## config.mk

```make
export PLATFORM = sky130hd
export DESIGN_NAME = alu_op_sequencer_flat
export DESIGN_NICKNAME = d
export VERILOG_FILES = /design/src/rtl/alu_op_sequencer_pkg.sv /design/src/rtl/alu_op_sequencer_if.sv /design/src/rtl/alu_op_sequencer_dec.sv /design/src/rtl/alu_op_sequencer.sv /design/src/flat_wrapper.sv
export SDC_FILE = /design/constraint.sdc
export NUM_CORES = 1
export LEC_CHECK = 0
export CAP_MARGIN = 20
export CORE_MARGIN = 8
export CORE_UTILIZATION = 40
export DETAILED_ROUTE_END_ITERATION = 16
export PLACE_DENSITY = 0.84
export SYNTH_ARGS = -nofsm -noshare
export SYNTH_HDL_FRONTEND = slang
export SYNTH_SLANG_ARGS = --single-unit
```

## constraint.sdc

```tcl
create_clock -name clock -period 2.61 [get_ports clock]
set_input_delay 0.522 -clock clock [delete_from_list [all_inputs] [get_ports clock]]
set_output_delay 0.522 -clock clock [all_outputs]
set_load 0.01 [all_outputs]
```

## src/rtl/alu_op_sequencer_pkg.sv

```systemverilog
// Shared definitions for the ALU operation sequencer.
//   - datapath widths (register count, op code width, default counter width)
//   - op codes the sequencer treats specially (wide MUL/DIV, unary NEG/NOT)
//   - state encoding for the sequencer FSM
//   - helpers is_unary() / is_wide() used for branch decisions
package alu_op_pkg;

    localparam int NREGS    = 16;
    localparam int OPW      = 5;
    localparam int CNTW_DEF = 16;

    localparam logic [OPW-1:0] OP_ADD = 5'd3;
    localparam logic [OPW-1:0] OP_MUL = 5'd14;
    localparam logic [OPW-1:0] OP_DIV = 5'd15;
    localparam logic [OPW-1:0] OP_NEG = 5'd16;
    localparam logic [OPW-1:0] OP_NOT = 5'd17;

    typedef logic [2:0] state_t;

    localparam state_t IDLE    = 3'd0;
    localparam state_t T1_LDY  = 3'd1;
    localparam state_t T2_ALU  = 3'd2;
    localparam state_t T3_WRLO = 3'd3;
    localparam state_t T4_WRHI = 3'd4;

    // Unary ops skip the Y load; the single operand arrives in T2_ALU.
    function automatic logic is_unary(input logic [OPW-1:0] op);
        return (op == OP_NEG) || (op == OP_NOT);
    endfunction

    // Wide ops produce a 64-bit result that goes to HI/LO, not a general register.
    function automatic logic is_wide(input logic [OPW-1:0] op);
        return (op == OP_MUL) || (op == OP_DIV);
    endfunction

endpackage

```

## src/rtl/alu_op_sequencer_if.sv

```systemverilog
// Request/strobe bundle between the decode (master) and the sequencer (slave).
//   master drives: req, op_in, ra, rb, rc
//   slave drives : busy, done, r_out, r_in, y_in, zlow_in, zhigh_in,
//                  zlow_out, zhigh_out, hi_in, lo_in, alu_op, op_count
interface alu_op_sequencer_if
    import alu_op_pkg::*;
#(
    parameter int CNTW = CNTW_DEF
);
    logic             req;
    logic [OPW-1:0]   op_in;
    logic [3:0]       ra;
    logic [3:0]       rb;
    logic [3:0]       rc;

    logic             busy;
    logic             done;
    logic [NREGS-1:0] r_out;
    logic [NREGS-1:0] r_in;
    logic             y_in;
    logic             zlow_in;
    logic             zhigh_in;
    logic             zlow_out;
    logic             zhigh_out;
    logic             hi_in;
    logic             lo_in;
    logic [OPW-1:0]   alu_op;
    logic [CNTW-1:0]  op_count;

    modport master (
        output req, op_in, ra, rb, rc,
        input  busy, done, r_out, r_in, y_in, zlow_in, zhigh_in,
               zlow_out, zhigh_out, hi_in, lo_in, alu_op, op_count
    );

    modport slave (
        input  req, op_in, ra, rb, rc,
        output busy, done, r_out, r_in, y_in, zlow_in, zhigh_in,
               zlow_out, zhigh_out, hi_in, lo_in, alu_op, op_count
    );

endinterface

```

## src/rtl/alu_op_sequencer_dec.sv

```systemverilog
// onehot_dec16: 4-bit index plus enable to 16-bit one-hot strobe vector.
//   i_idx    : register index
//   i_en     : 0 forces the output to all zeros
//   o_onehot : bit i_idx set when enabled
module onehot_dec16 (
    input  logic [3:0]  i_idx,
    input  logic        i_en,
    output logic [15:0] o_onehot
);

    always_comb begin
        o_onehot = '0;
        if (i_en) begin
            o_onehot[i_idx] = 1'b1;
        end
    end

endmodule

```

## src/rtl/alu_op_sequencer.sv

```systemverilog
// alu_op_sequencer: steps one register-register ALU request through the
// shared-bus datapath, emitting the per-cycle bus-out / register-in strobes.
//   clock : rising-edge clock
//   clear : asynchronous active-high reset
//   bus   : alu_op_sequencer_if.slave (request fields in, strobes/status out)
// Build option: OPSEQ_OP_COUNT_EN adds the completed-operation counter;
// without it op_count is tied to zero and sequencing is unchanged.
//
//   state   | meaning
//   IDLE    | waiting for req; all strobes low
//   T1_LDY  | R[rb] -> bus, load Y
//   T2_ALU  | R[rc] -> bus, load Z (hi/lo)
//   T3_WRLO | Zlow -> bus; write R[ra] and finish, or load LO for wide ops
//   T4_WRHI | Zhigh -> bus, load HI, finish (MUL/DIV only)
module alu_op_sequencer
    import alu_op_pkg::*;
#(
    parameter int CNTW = CNTW_DEF
) (
    input  logic             clock,
    input  logic             clear,
    alu_op_sequencer_if.slave bus
);

    state_t         r_state;
    logic [OPW-1:0] r_op;
    logic [3:0]     r_ra;
    logic [3:0]     r_rb;
    logic [3:0]     r_rc;

    logic           w_wide;
    logic           w_done;
    logic           w_rout_en;
    logic [3:0]     w_rout_idx;
    logic           w_rin_en;
    logic [15:0]    w_rout;
    logic [15:0]    w_rin;

    always_ff @(posedge clock or posedge clear) begin
        if (clear) begin
            r_state <= IDLE;
            r_op    <= '0;
            r_ra    <= '0;
            r_rb    <= '0;
            r_rc    <= '0;
        end else begin
            case (r_state)
                IDLE: begin
                    if (bus.req) begin
                        r_op    <= bus.op_in;
                        r_ra    <= bus.ra;
                        r_rb    <= bus.rb;
                        r_rc    <= bus.rc;
                        r_state <= is_unary(bus.op_in) ? T2_ALU : T1_LDY;
                    end
                end
                T1_LDY:  r_state <= T2_ALU;
                T2_ALU:  r_state <= T3_WRLO;
                T3_WRLO: r_state <= w_wide ? T4_WRHI : IDLE;
                T4_WRHI: r_state <= IDLE;
                default: r_state <= IDLE;
            endcase
        end
    end

    assign w_wide     = is_wide(r_op);
    assign w_done     = ((r_state == T3_WRLO) && !w_wide) || (r_state == T4_WRHI);

    assign w_rout_en  = (r_state == T1_LDY) || (r_state == T2_ALU);
    assign w_rout_idx = (r_state == T1_LDY) ? r_rb : r_rc;
    assign w_rin_en   = (r_state == T3_WRLO) && !w_wide;

    onehot_dec16 u_dec_rout (
        .i_idx    (w_rout_idx),
        .i_en     (w_rout_en),
        .o_onehot (w_rout)
    );

    onehot_dec16 u_dec_rin (
        .i_idx    (r_ra),
        .i_en     (w_rin_en),
        .o_onehot (w_rin)
    );

    assign bus.r_out     = w_rout;
    assign bus.r_in      = w_rin;
    assign bus.y_in      = (r_state == T1_LDY);
    assign bus.zlow_in   = (r_state == T2_ALU);
    assign bus.zhigh_in  = (r_state == T2_ALU);
    assign bus.zlow_out  = (r_state == T3_WRLO);
    assign bus.lo_in     = (r_state == T3_WRLO) && w_wide;
    assign bus.zhigh_out = (r_state == T4_WRHI);
    assign bus.hi_in     = (r_state == T4_WRHI);
    assign bus.done      = w_done;
    assign bus.busy      = (r_state != IDLE);
    // The latched op register survives into IDLE; mask it so IDLE shows 0.
    assign bus.alu_op    = (r_state != IDLE) ? r_op : '0;

`ifdef OPSEQ_OP_COUNT_EN
    logic [CNTW-1:0] r_count;

    always_ff @(posedge clock or posedge clear) begin
        if (clear) begin
            r_count <= '0;
        end else if (w_done) begin
            r_count <= r_count + 1'b1;
        end
    end

    assign bus.op_count = r_count;
`else
    assign bus.op_count = {CNTW{1'b0}};
`endif

endmodule
```

## src/flat_wrapper.sv

```systemverilog
// flat-port wrapper written by rule: the top's interface ports become plain ports
module alu_op_sequencer_flat import alu_op_pkg::*;
#(
    parameter int CNTW = CNTW_DEF
)
  (clock, clear, bus_req, bus_op_in, bus_ra, bus_rb, bus_rc, bus_busy, bus_done, bus_r_out, bus_r_in, bus_y_in, bus_zlow_in, bus_zhigh_in, bus_zlow_out, bus_zhigh_out, bus_hi_in, bus_lo_in, bus_alu_op, bus_op_count);
  alu_op_sequencer_if #(.CNTW(CNTW)) bus_i ();
  input  logic clock;
  input  logic clear;
  input wire logic [$bits(bus_i.req)-1:0] bus_req;
  input wire logic [$bits(bus_i.op_in)-1:0] bus_op_in;
  input wire logic [$bits(bus_i.ra)-1:0] bus_ra;
  input wire logic [$bits(bus_i.rb)-1:0] bus_rb;
  input wire logic [$bits(bus_i.rc)-1:0] bus_rc;
  output wire logic [$bits(bus_i.busy)-1:0] bus_busy;
  output wire logic [$bits(bus_i.done)-1:0] bus_done;
  output wire logic [$bits(bus_i.r_out)-1:0] bus_r_out;
  output wire logic [$bits(bus_i.r_in)-1:0] bus_r_in;
  output wire logic [$bits(bus_i.y_in)-1:0] bus_y_in;
  output wire logic [$bits(bus_i.zlow_in)-1:0] bus_zlow_in;
  output wire logic [$bits(bus_i.zhigh_in)-1:0] bus_zhigh_in;
  output wire logic [$bits(bus_i.zlow_out)-1:0] bus_zlow_out;
  output wire logic [$bits(bus_i.zhigh_out)-1:0] bus_zhigh_out;
  output wire logic [$bits(bus_i.hi_in)-1:0] bus_hi_in;
  output wire logic [$bits(bus_i.lo_in)-1:0] bus_lo_in;
  output wire logic [$bits(bus_i.alu_op)-1:0] bus_alu_op;
  output wire logic [$bits(bus_i.op_count)-1:0] bus_op_count;
  assign bus_i.req = bus_req;
  assign bus_i.op_in = bus_op_in;
  assign bus_i.ra = bus_ra;
  assign bus_i.rb = bus_rb;
  assign bus_i.rc = bus_rc;
  assign bus_busy = bus_i.busy;
  assign bus_done = bus_i.done;
  assign bus_r_out = bus_i.r_out;
  assign bus_r_in = bus_i.r_in;
  assign bus_y_in = bus_i.y_in;
  assign bus_zlow_in = bus_i.zlow_in;
  assign bus_zhigh_in = bus_i.zhigh_in;
  assign bus_zlow_out = bus_i.zlow_out;
  assign bus_zhigh_out = bus_i.zhigh_out;
  assign bus_hi_in = bus_i.hi_in;
  assign bus_lo_in = bus_i.lo_in;
  assign bus_alu_op = bus_i.alu_op;
  assign bus_op_count = bus_i.op_count;
  alu_op_sequencer #(.CNTW(CNTW)) u_core (.clock(clock), .clear(clear), .bus(bus_i));
endmodule
```

==> flow_summary.ini <==
[worst_setup_path]
critPathKind = register to primary output
critical_path_arrival_ns = 2.05
cp-endpoint = bus_r_in[7]
r2r-start = u_core.r_state[2]
cp-start-kind = register
regToRegSetupSlack_ns = 0.78
startpoint = u_core.r_state[2]
cp.required_ns = 2.09
crit_path_end_kind = primary output
crit_fanout = 11
r2r-end = u_core.r_rb[0]
reg2reg_depth = 5

[placed_design]
io_buffers = 65
place_ws_ns = 0.0828
dpl_cell_area_mm2 = 0.00206
gp_congestion = 0.773
place_inst = 258
place_hpwl_um = 3200

[layout]
final_cells = 268
final_common_cell = clkdlybuf4s50_1
multi_input_area_um2 = 828
final_cell_mix = 37 x clkdlybuf4s50_1, 20 x dfrtp_1, 17 x mux2_1, 17 x nor3_1, 16 x conb_1
area_growth_pct = 50.6
fillers = 285
final_cell_area_mm2 = 0.00216
drive_gt1_share_pct = 15.8
regArea_um2 = 500
fin_util_pct = 63.8
n_antenna_cell = 0
fin_nets = 244

[clocking]
cts_made_buffers = 3
cts_htree_levels = 1
cts.sinks = 20
cts_buffer_depth = 2
cts_tree = done
holdBufCountCts = 0
insertion_delay_ns = 0.29
clk_pin_slew_ns = 0.10
cts-root-buf = clkbuf_4

[global_route]
antenna_found_initial = 0
overflow = 0
grt_pass1_wl_um = 6440
grtUsageTotal_pct = 13.1
grt_pass1_vias = 1317
grt_start_max_net_pins = 21

[timing]
slew-limit-headroom_pct = 52.0
finalClockSkew_ns = 0.00222
setup_ws_ns = 0.0375
hold_viol_final = 0
tightestPinTransition_ns = 0.719
period_share_pct = 98.6
whs_ns = 0.488
final.min_clock_period_ns = 2.57
final-setup-viol-count = 0
fmax_ghz = 0.389
rsz0062_at_grt = true
slew_violations = 0

[yosys]
synth_top_family_by_area = simple AND/OR/NAND/NOR gates
synth_compound_area_share_pct = 2.26
synth-seq-area-share_pct = 34.8
synth_seq_cells = 20
synth_area_mm2 = 0.00144
synthAdderAreaFrac_pct = 0
synthMuxAreaShare_pct = 19.7
yosys_warnings = 0
synth.avg_cell_area_um2 = 9.51
synthDistinctLibCells = 31
postSynthCellCount = 151
synthXorXnorAreaFrac_pct = 0
synth-simple-area-share_pct = 28.7

[floorplan]
dieArea_mm2 = 0.00576
core-area_mm2 = 0.00339
die_w_um = 75.9
io_pins = 82
fp-row-count = 21
start_util_pct = 42.4
die_h_um = 75.9

[flow_run]
drv_cap = 0

[routing]
wl_per_cell_um = 15.4
routed_wl_um = 4130
first_iter_violations = 93
via_per_inst = 5.02
ant_nets = 0
drt_first_pass_iters = 4
drc = 0
vias = 1345

[run_status]
status = finished clean

[power_and_ir_drop]
ir_drop_uv = 659
power.density_mw_per_mm2 = 1030
p_leak_nw = 1.13

[min_path]
hold_path_class = register to register
[what timing repair did]
action | in CTS | in global routing
setup buffers | 1 | 6
endpoints found under the setup margin | 23 | 20
gates resized for setup | 18 | 34
pin swaps | 2 | 2
gates cloned | 0 | 0
[state kept, by name (all words and copies together), names as in the netlist]
name / count
u_core.r_op: 5
u_core.r_ra: 4
u_core.r_rb: 4
u_core.r_rc: 4
u_core.r_state: 3
[worst min path at each step]
stage	startpoint	end	slack (ns)	cells past startpoint
final	u_core.r_op[0]	u_core.r_op[0]	0.49	1
after global routing	u_core.r_op[1]	u_core.r_op[1]	0.55	1
after CTS	u_core.r_op[0]	u_core.r_op[0]	0.50	1
after detailed placement	u_core.r_op[0]	u_core.r_op[0]	0.47	1
after global placement	u_core.r_op[0]	u_core.r_op[0]	0.46	1
after floorplan	u_core.r_op[0]	u_core.r_op[0]	0.45	1
[per-stage QoR]
| stage | power, mW | TNS [ns] |
|---|---|---|
| floorplan | 1.46 | 0 |
| global placement | 1.95 | 0 |
| detailed placement | 1.99 | 0 |
| CTS | 2.12 | 0 |
| global route | 2.40 | -0.144 |
| finish | 2.22 | 0 |
[power breakdown]
part	switching, mW	leakage, nW	internal [mW]	total, mW
combinational	0.719	0.876	0.737	1.46
sequential	0.166	0.239	0.462	0.628
clock	0.0859	0.0138	0.0537	0.140
total	0.971	1.13	1.25	2.22
[critical path, stage by stage, from the launching register on]
cell and delay (ns):
dfrtp_1 0.40, buf_4 0.18, and3b_2 0.28, nand4b_1 0.20
nor2_1 0.15, clkdlybuf4s50_1 0.55
[synthesized netlist by cell type]
| library cell | count | share of area, % |
|---|---|---|
| nand2_1 | 6 | 1.6 |
| o21ai_0 | 1 | 0.35 |
| mux2i_1 | 4 | 2.8 |
| mux2i_2 | 1 | 0.96 |
| buf_2 | 4 | 1.4 |
| o21bai_1 | 1 | 0.52 |
| dfrtp_1 | 20 | 35 |
| and3b_1 | 2 | 1.2 |
| nand2b_1 | 2 | 0.87 |
| nor3_2 | 1 | 0.70 |
| nor2b_1 | 4 | 1.7 |
| nand3_1 | 1 | 0.35 |
| inv_1 | 4 | 1.0 |
| nand3b_1 | 4 | 2.1 |
| nand4b_1 | 3 | 1.8 |
| mux2_4 | 1 | 1.0 |
| mux2_1 | 17 | 13 |
| conb_1 | 1 | 0.26 |
| a21oi_1 | 1 | 0.35 |
| or4b_1 | 1 | 0.70 |
| nor3_1 | 17 | 5.9 |
| a21o_1 | 2 | 1.0 |
| mux2_2 | 2 | 1.6 |
| and2_1 | 1 | 0.44 |
| nor2_1 | 13 | 3.4 |
| buf_6 | 3 | 2.4 |
| and2b_1 | 3 | 1.6 |
| nor4_1 | 9 | 3.9 |
| buf_4 | 18 | 9.4 |
| nor3b_1 | 3 | 1.6 |
| nor3b_2 | 1 | 0.87 |
[routing by layer]
layer | share of wire [%] | global-route usage [%]
met4 | 3.4 | 3.73
met1 | 36 | 13.6
met2 | 54 | 24.6
met3 | 6.8 | 3.77
met5 | 0 | 0
[area by class of cell]
| cell class | count | area share, % |
|---|---|---|
| multi-input combinational | 117 | 38.3 |
| timing repair buffer | 78 | 34.2 |
| sequential | 20 | 23.1 |
| tap | 46 | 2.66 |
| clock buffer | 3 | 1.04 |
| inverter | 4 | 0.694 |
[kinds of logic (layout without fill, tap and decap cells)]
family          count (synthesis)  in the layout
simple gates                   71             71
buf+inv                        29             85
mux                            25             25
flops                          20             20
compound gates                  5              5
other cells                     1             16
Note: power is estimated with default switching activity, not from simulation.
